**src/rtl/if_fetch_ctrl.sv**
```systemverilog
// Instruction-fetch controller: issues one word request per PC, holds the fetched
// word for the decode stage, and tracks delay slots, pending branches and flushes.
module if_fetch_ctrl (
    input  logic        clk,
    input  logic        rst,
    input  logic        stall,
    input  logic        flush,
    input  logic [31:0] exc_pc,
    input  logic        branch_valid,
    input  logic [31:0] branch_target,
    output logic        inst_req,
    output logic [31:0] inst_addr,
    input  logic        inst_addr_ok,
    input  logic        inst_data_ok,
    input  logic [31:0] inst_rdata,
    output logic [31:0] PC_plus4,
    output logic [31:0] Instruction,
    output logic        is_delayslot,
    output logic [31:0] if_fetch_exc_type,
    output logic        fetch_stall
);

    typedef enum logic [1:0] {
        ISSUE,
        WAIT,
        HOLD,
        DISCARD
    } state_t;

    state_t      state;
    logic [31:0] pc;
    logic [31:0] pend_target;
    logic        pend_valid;
    logic        aligned;
    logic        take_branch;
    logic        in_slot;
    logic [31:0] pc_next4;

    assign aligned     = (pc[1:0] == 2'b00);
    assign pc_next4    = pc + 32'd4;
    assign inst_req    = (state == ISSUE) && aligned;
    assign inst_addr   = pc;
    assign fetch_stall = (state != HOLD);

    // Only the first branch is kept, and a flush in the same cycle kills it.
    assign take_branch = branch_valid && !pend_valid && !flush;
    // Any branch seen while this word is in flight makes it the delay slot.
    assign in_slot     = pend_valid || take_branch;

    always_ff @(posedge clk) begin
        if (rst) begin
            state             <= ISSUE;
            pc                <= 32'hBFC0_0000;
            pend_valid        <= 1'b0;
            pend_target       <= 32'h0;
            PC_plus4          <= 32'h0;
            Instruction       <= 32'h0;
            is_delayslot      <= 1'b0;
            if_fetch_exc_type <= 32'h0;
        end else if (flush) begin
            pc           <= exc_pc;
            pend_valid   <= 1'b0;
            is_delayslot <= 1'b0;
            // A request already accepted by memory must have its data drained.
            unique case (state)
                ISSUE:   state <= (inst_req && inst_addr_ok) ? DISCARD : ISSUE;
                WAIT:    state <= inst_data_ok ? ISSUE : DISCARD;
                HOLD:    state <= ISSUE;
                DISCARD: state <= inst_data_ok ? ISSUE : DISCARD;
                default: state <= ISSUE;
            endcase
        end else begin
            if (take_branch) begin
                pend_valid  <= 1'b1;
                pend_target <= branch_target;
            end
            unique case (state)
                ISSUE: begin
                    if (!aligned) begin
                        Instruction       <= 32'h0;
                        PC_plus4          <= pc_next4;
                        if_fetch_exc_type <= 32'h0000_0004;
                        is_delayslot      <= in_slot;
                        state             <= HOLD;
                    end else if (inst_addr_ok) begin
                        state <= WAIT;
                    end
                end
                WAIT: begin
                    if (inst_data_ok) begin
                        Instruction       <= inst_rdata;
                        PC_plus4          <= pc_next4;
                        if_fetch_exc_type <= 32'h0;
                        is_delayslot      <= in_slot;
                        state             <= HOLD;
                    end
                end
                HOLD: begin
                    // A branch arriving as the held word leaves redirects straight away.
                    if (!stall) begin
                        pc         <= pend_valid  ? pend_target   :
                                      take_branch ? branch_target : pc_next4;
                        pend_valid <= 1'b0;
                        state      <= ISSUE;
                    end else if (take_branch) begin
                        is_delayslot <= 1'b1;
                    end
                end
                DISCARD: begin
                    if (inst_data_ok) begin
                        state <= ISSUE;
                    end
                end
                default: state <= ISSUE;
            endcase
        end
    end

endmodule

```
**config.mk**
```make
export PLATFORM = sky130hd
export DESIGN_NAME = if_fetch_ctrl
export DESIGN_NICKNAME = d
export VERILOG_FILES = /design/src/rtl/if_fetch_ctrl.sv
export SDC_FILE = /design/constraint.sdc
export NUM_CORES = 1
export LEC_CHECK = 0
export BUFFER_PORTS_ARGS = -buffer_cell sky130_fd_sc_hd__buf_2
export CAP_MARGIN = 0
export CORE_MARGIN = 5
export CORE_UTILIZATION = 41
export DETAILED_ROUTE_END_ITERATION = 6
export PLACE_DENSITY = 0.67
export SYNTH_ARGS = -nofsm -noshare
export SYNTH_HDL_FRONTEND = slang
export SYNTH_SLANG_ARGS = --single-unit
```
**constraint.sdc**
```tcl
create_clock -name clk -period 2.9 [get_ports clk]
set_input_delay 0.435 -clock clk [delete_from_list [all_inputs] [get_ports clk]]
set_output_delay 0.435 -clock clk [all_outputs]
set_load 0.02 [all_outputs]
```
==> metrics.md, run 1 <==
| Metric | Value |
|---|---|
| CP Launch Type | register |
| Fill cells | 1,611 |
| Ant. Diodes | 0 |
| FMAX | 435 MHz |
| Post-synth EDFFs | 0 |
| Prevailing post-synth register cell | dfxtp_1 |
| Hold-fix buffers, CTS | 0 |
| Setup tns final | 0 ps |
| Max clock buf depth | 2 |
| Placement Setup Slack | 632 ps |
| Chip height | 139 µm |
| Yosys cell types | 64 |
| Htree depth | 4 |
| Largest net degree at the start of global routing | 87 |
| Overflow after GRT | 0 |
| Status | completed |
| Via count | 6,896 |
| Num rows | 47 |
| Antenna Nets Post-Route | 0 |
| R2r worst-path depth | 6 |
| Die ar. | 19,400 µm² |
| Hold Path Sink | inst_addr[29]$_SDFFE_PP1P_ |
| Max VDD drop | 0.000437 V |
| TritonCTS Buffers | 17 |
| Hold crit path type | input port to register |
| DPL Wire Length | 16.1 mm |
| Routed len/inst | 17.1 µm |
| Initial Util | 0.416 |
| RR Endpoint | inst_addr[20]$_SDFFE_PP0P_ |
| Die X | 139 µm |
| Detailed Routing Iterations Pass 1 | 7 |
| Ranking of synthesized cells by area | dfxtp_1 (39%), nand2_1 (9.2%), a21oi_1 (7.7%) |
| CTS Root Cell | clkbuf_16 |
| Slew Limit Fails | 0 |
| Most frequent cells in the layout | buf_2 (201), nand2_1 (168), dfxtp_1 (132), a21oi_1 (105), nor2_1 (62) |
| Post-synthesis cell area | 6850 µm² |
| Layout cells sized above 1 | 0.255 |
| CTS tree | yes |
| R2R Setup Slk | 600 ps |
| Tot Pwr | 5.22 mW |
| Hold path startpoint | exc_pc[29] |
| CP required | 3240 ps |
| Slew headroom | 0.313 |
| Placed inst area | 7910 µm² |
| Most common cell after layout, fill and taps aside | buf_2 |
| Crit path DAT | 2640 ps |
| Async S/R FF share, synth | 0 |
| Clk_skew | 9.58 ps |
| Reg clk slew, reported paths | 60 ps |
| Port buffer count | 202 |
| Worst Path Max Fanout | 9 |
| Final Hold Viols | 0 |
| CTS Sinks | 133 |
| Final period util | 0.793 |
| Via density per instance | 5.31 |
| CTS resizes | 0 |
| # setup viols final | 0 |
| Unrepaired setup endpoints after global routing | false |
| Crit Path Class | register to register |
| Core Region | 16,500 µm² |
| Setup crit end kind | register |
| Mapped Cells | 901 |
| Worst Tran Pin Value | 1030 ps |
| Reg2reg start | inst_addr[2]$_SDFFE_PP0P_ |
| Final Instance Area | 8550 µm² |
| Gr usage total | 0.220 |
| Initial antenna violation count | 0 |
| Seq/Total Area, Yosys | 0.389 |
| WHS Path Cells | 3 |
| Synth warnings | 0 |
| Final Critical Period | 2300 ps |
| Area Overhead vs Synth | 25.0% |
| Mean post-synth cell area | 7.60 µm² |
| Lkg Pwr | 3.53 nW |
| Share of the synthesized area in the top cell type | 0.389 |
| Iter 0 DRT Violations | 533 |
| Yosys reg bits | 133 |
| Clk_lat worst skew | 420 ps |
| Biggest area consumer among synthesized cells | dfxtp_1 |
| Final nets | 1,171 |
| # IOs | 234 |
| Final WS setup | 599 ps |
| Cell Pwr Density | 610 nW/µm² |
| Final WL | 22.3 mm |
| Max_cap viols | 0 |
| Vias in the first global route | 6,194 |
| Global-route wire length before repair | 34.5 mm |
| Residual DRC | 0 |
| Placer Congestion | 0.914 |
| Post-CTS Setup Inserts | 0 |
[synthesized netlist by cell type (5+ instances only)]
library cell / instances
nand2_1: 168
dfxtp_1: 133
a21oi_1: 105
nor2_1: 62
clkbuf_1: 61
nand3_1: 49
buf_4: 34
a211oi_1: 29
o21ai_0: 27
nor3_1: 18
o211ai_1: 14
nand4_1: 13
xor2_1: 13
nand2b_1: 12
xnor2_1: 12
a31oi_1: 10
inv_1: 10
buf_2: 9
nor4_1: 9
a221oi_1: 8
nand3b_1: 7
nor2b_1: 7
mux2i_1: 6
and2_1: 5
and3_1: 5
and4_1: 5
buf_1: 5
[critical path: stages (launching register included)]
cell	delay, ps
dfxtp_1	550
ha_1	340
inv_1	100
nor2_1	440
nand4_1	240
or3_1	350
a41oi_1	190
[per-layer routing]
| layer | up-vias | GRT usage | wire length, µm |
|---|---|---|---|
| met5 | - | 0 | 0 |
| met4 | 0 | 0.0736 | 487 |
| met3 | 37 | 0.0453 | 1700 |
| met2 | 284 | 0.320 | 9810 |
| met1 | 3131 | 0.324 | 10300 |
| li1 | 3444 | - | - |
[state kept, by name (all words and copies together), names as in the netlist]
register           cells
pend_target           32
pend_valid             1
state                  2
inst_addr             32
PC_plus4              32
is_delayslot           1
Instruction           32
if_fetch_exc_type      1
[kinds of logic after synthesis]
group / share of synthesized area
simple gates: 0.275
compound gates: 0.205
other cells: 0.000548
mux: 0.0121
xor+xnor: 0.0320
flops: 0.389
buf+inv: 0.0855
fa+ha+maj: 0.00183
[worst max path at each step]
stage,from,end,slack (ps),depth (start not counted)
2_1_floorplan,inst_addr[2]$_SDFFE_PP0P_,inst_addr[24]$_SDFFE_PP1P_,790,6
4_1_cts,inst_addr[2]$_SDFFE_PP0P_,inst_addr[20]$_SDFFE_PP0P_,610,6
3_3_place_gp,inst_addr[2]$_SDFFE_PP0P_,inst_addr[20]$_SDFFE_PP0P_,570,6
6_report,inst_addr[2]$_SDFFE_PP0P_,inst_addr[20]$_SDFFE_PP0P_,600,6
3_5_place_dp,inst_addr[2]$_SDFFE_PP0P_,inst_addr[20]$_SDFFE_PP0P_,630,6
5_1_grt,inst_addr[2]$_SDFFE_PP0P_,inst_addr[16]$_SDFFE_PP0P_,420,6
[report_power, final]
part           leakage, nW  switching, mW  internal [mW]
logic                 2.14          0.566          0.298
registers             1.09          0.109           1.93
clock network        0.308          0.810           1.51
total                 3.53           1.49           3.74
[cell type report]
type,instances,area [µm²],share of cell area
clock inverter,11,175,0.0205
timing repair buffer,226,1210,0.141
sequential,133,2660,0.311
multi-input combinational,679,3730,0.436
clock buffer,20,467,0.0546
tap,220,275,0.0322
inverter,10,37.5,0.00439
[per-stage QoR]
step	util	hold slack (ps)	instances
3_3_place_gp	0.481	436	1268
4_1_cts	0.520	242	1299
2_1_floorplan	-	431	931
5_1_grt	0.520	253	1299
3_5_place_dp	0.481	440	1268
6_report	0.520	256	1299
No activity file was read; power rests on OpenSTA's default activity.
==> inputs of run 2 (changes only) <==
clock period = 2.2 ns   (was 2.9 ns; I/O delays follow)
==> metrics.md, run 2 (synthesized netlist as in run 1, its figures left out) <==
| Metric | Value |
|---|---|
| Status | completed |
| Slew Limit Fails | 0 (unchanged) |
| Largest net degree at the start of global routing | 78 (-10%) |
| Layout cells sized above 1 | 0.276 (+0.0212) |
| Iter 0 DRT Violations | 746 (+40%) |
| Crit path DAT | 2410 ps (-230 ps) |
| Die ar. | 19,400 µm² (unchanged) |
| Cell Pwr Density | 777 nW/µm² (+27%) |
| TritonCTS Buffers | 17 (unchanged) |
| Routed len/inst | 17.4 µm (+1.4%) |
| Most common cell after layout, fill and taps aside | buf_2 |
| Port buffer count | 202 (unchanged) |
| Max VDD drop | 0.000571 V (+30%) |
| Hold-fix buffers, CTS | 0 (unchanged) |
| Most frequent cells in the layout | buf_2 (201), nand2_1 (168), dfxtp_1 (132), a21oi_1 (105), nor2_1 (62) |
| Placed inst area | 8250 µm² (+4.2%) |
| Overflow after GRT | 0 (unchanged) |
| CTS Sinks | 133 (unchanged) |
| Placement Setup Slack | 161 ps (-471 ps) |
| Final WS setup | 117 ps (-482 ps) |
| DPL Wire Length | 17.1 mm (+5.8%) |
| Die X | 139 µm (unchanged) |
| Antenna Nets Post-Route | 0 (unchanged) |
| CTS Root Cell | clkbuf_16 |
| CTS resizes | 0 (unchanged) |
| Chip height | 139 µm (unchanged) |
| Final nets | 1,204 (+2.8%) |
| # setup viols final | 0 (unchanged) |
| Final Hold Viols | 0 (unchanged) |
| Max clock buf depth | 2 (unchanged) |
| Final Instance Area | 8850 µm² (+3.5%) |
| Core Region | 16,500 µm² (unchanged) |
| Final WL | 23.2 mm (+4.0%) |
| Reg2reg start | inst_addr[11]$_SDFFE_PP0P_ |
| Clk_lat worst skew | 430 ps (about the same) |
| Lkg Pwr | 3.72 nW (+5.3%) |
| Via count | 7,126 (+3.3%) |
| Htree depth | 4 (unchanged) |
| Num rows | 47 (unchanged) |
| Post-CTS Setup Inserts | 0 (unchanged) |
| R2r worst-path depth | 5 (-1) |
| Max_cap viols | 0 (unchanged) |
| Global-route wire length before repair | 36.1 mm (+4.8%) |
| Vias in the first global route | 6,495 (+4.9%) |
| Crit Path Class | register to register |
| WHS Path Cells | 2 (-1) |
| Worst Hold Slack | 150 ps (-106 ps) |
| RR Endpoint | inst_addr[19]$_SDFFE_PP0P_ |
| Hold crit path type | input port to register |
| Placer Congestion | 0.924 (+1.1%) |
| Worst Tran Pin Value | 622 ps (-405 ps) |
| Final period util | 0.947 (+0.153) |
| Setup tns final | 0 ps (unchanged) |
| Gr usage total | 0.231 (+0.0109) |
| Reg clk slew, reported paths | 60 ps (about the same) |
| Setup crit end kind | register |
| Area Overhead vs Synth | 29.4% |
| Initial antenna violation count | 0 (unchanged) |
| Final Critical Period | 2080 ps (-218 ps) |
| CP required | 2520 ps (-720 ps) |
| Initial Util | 0.416 (unchanged) |
| Residual DRC | 0 (unchanged) |
| CTS tree | yes |
| Slew headroom | 0.585 (+0.273) |
| CP Launch Type | register |
| Unrepaired setup endpoints after global routing | false |
| Hold path startpoint | exc_pc[25] |
| # IOs | 234 (unchanged) |
| Hold Path Sink | inst_addr[25]$_SDFFE_PP1P_ |
| FMAX | 480 MHz (+10%) |
| Clk_skew | 13.7 ps (+4.17 ps) |
| Via density per instance | 5.35 (+0.78%) |
| Post-Route Utilization | 0.538 (+0.0182) |
| Worst Path Max Fanout | 7 (-2) |
| R2R Setup Slk | 120 ps (-480 ps) |
| Detailed Routing Iterations Pass 1 | 6 (-1) |
| Ant. Diodes | 0 (unchanged) |
run 2: cell count changes in the layout (fill, tap and decap cells not counted):
cell	delta
clkinv_2	+5
buf_4	+26
clkbuf_1	+2
buf_12	+7
ha_2	+1
ha_1	-1
clkbuf_8	-2
clkinvlp_4	-1
clkinv_4	-4
run 2: worst max-delay path by stage:
stage / cells past startpoint / startpoint / endpoint
CTS: 5 / inst_addr[11]$_SDFFE_PP0P_ / inst_addr[29]$_SDFFE_PP1P_
global route: 7 / inst_addr[2]$_SDFFE_PP0P_ / PC_plus4[24]$_SDFFE_PP0P_
floorplan: 6 / inst_addr[2]$_SDFFE_PP0P_ / inst_addr[24]$_SDFFE_PP1P_
detailed placement: 5 / inst_addr[11]$_SDFFE_PP0P_ / inst_addr[29]$_SDFFE_PP1P_
finish: 5 / inst_addr[11]$_SDFFE_PP0P_ / inst_addr[19]$_SDFFE_PP0P_
global placement: 5 / inst_addr[11]$_SDFFE_PP0P_ / inst_addr[19]$_SDFFE_PP0P_
run 2: where the power goes:
group / leakage, nW / total [mW] / internal (mW) / switching, mW
Combinational: 2.33 / 1.27 / 0.465 / 0.804
Clock: 0.299 / 2.95 / 1.90 / 1.05
Sequential: 1.09 / 2.66 / 2.55 / 0.114
run 2: stage by stage:
stage | total power, mW | std cells
global placement | 3.97 | 1301
detailed placement | 3.97 | 1301
floorplan | 3.49 | 931
finish | 6.88 | 1332
CTS | 6.92 | 1332
global route | 7.16 | 1332
run 2: routing by layer:
metal	vias up	wire length [µm]	global-route usage
li1	3523	-	-
met1	3240	10500	0.334
met2	326	10100	0.335
met3	37	1890	0.0515
met4	0	630	0.0860
met5	-	0	0
run 2: area by class of cell:
| class | count | area [µm²] |
|---|---|---|
| Tap cell | 220 | 275 |
| Sequential cell | 133 | 2660 |
| Clock buffer | 20 | 447 |
| Multi-Input combinational cell | 679 | 3730 |
| Fill cell | 1622 | 7610 |
| Clock inverter | 11 | 158 |
| Inverter | 10 | 37.5 |
| Timing Repair Buffer | 259 | 1540 |
run 2: worst max-delay path, cell delays in order (launching register included):
cell      delay (ps)
dfxtp_1          450
nand4_2          280
or4_1            630
nor4_1           260
a31oi_1           80
a311oi_1         280
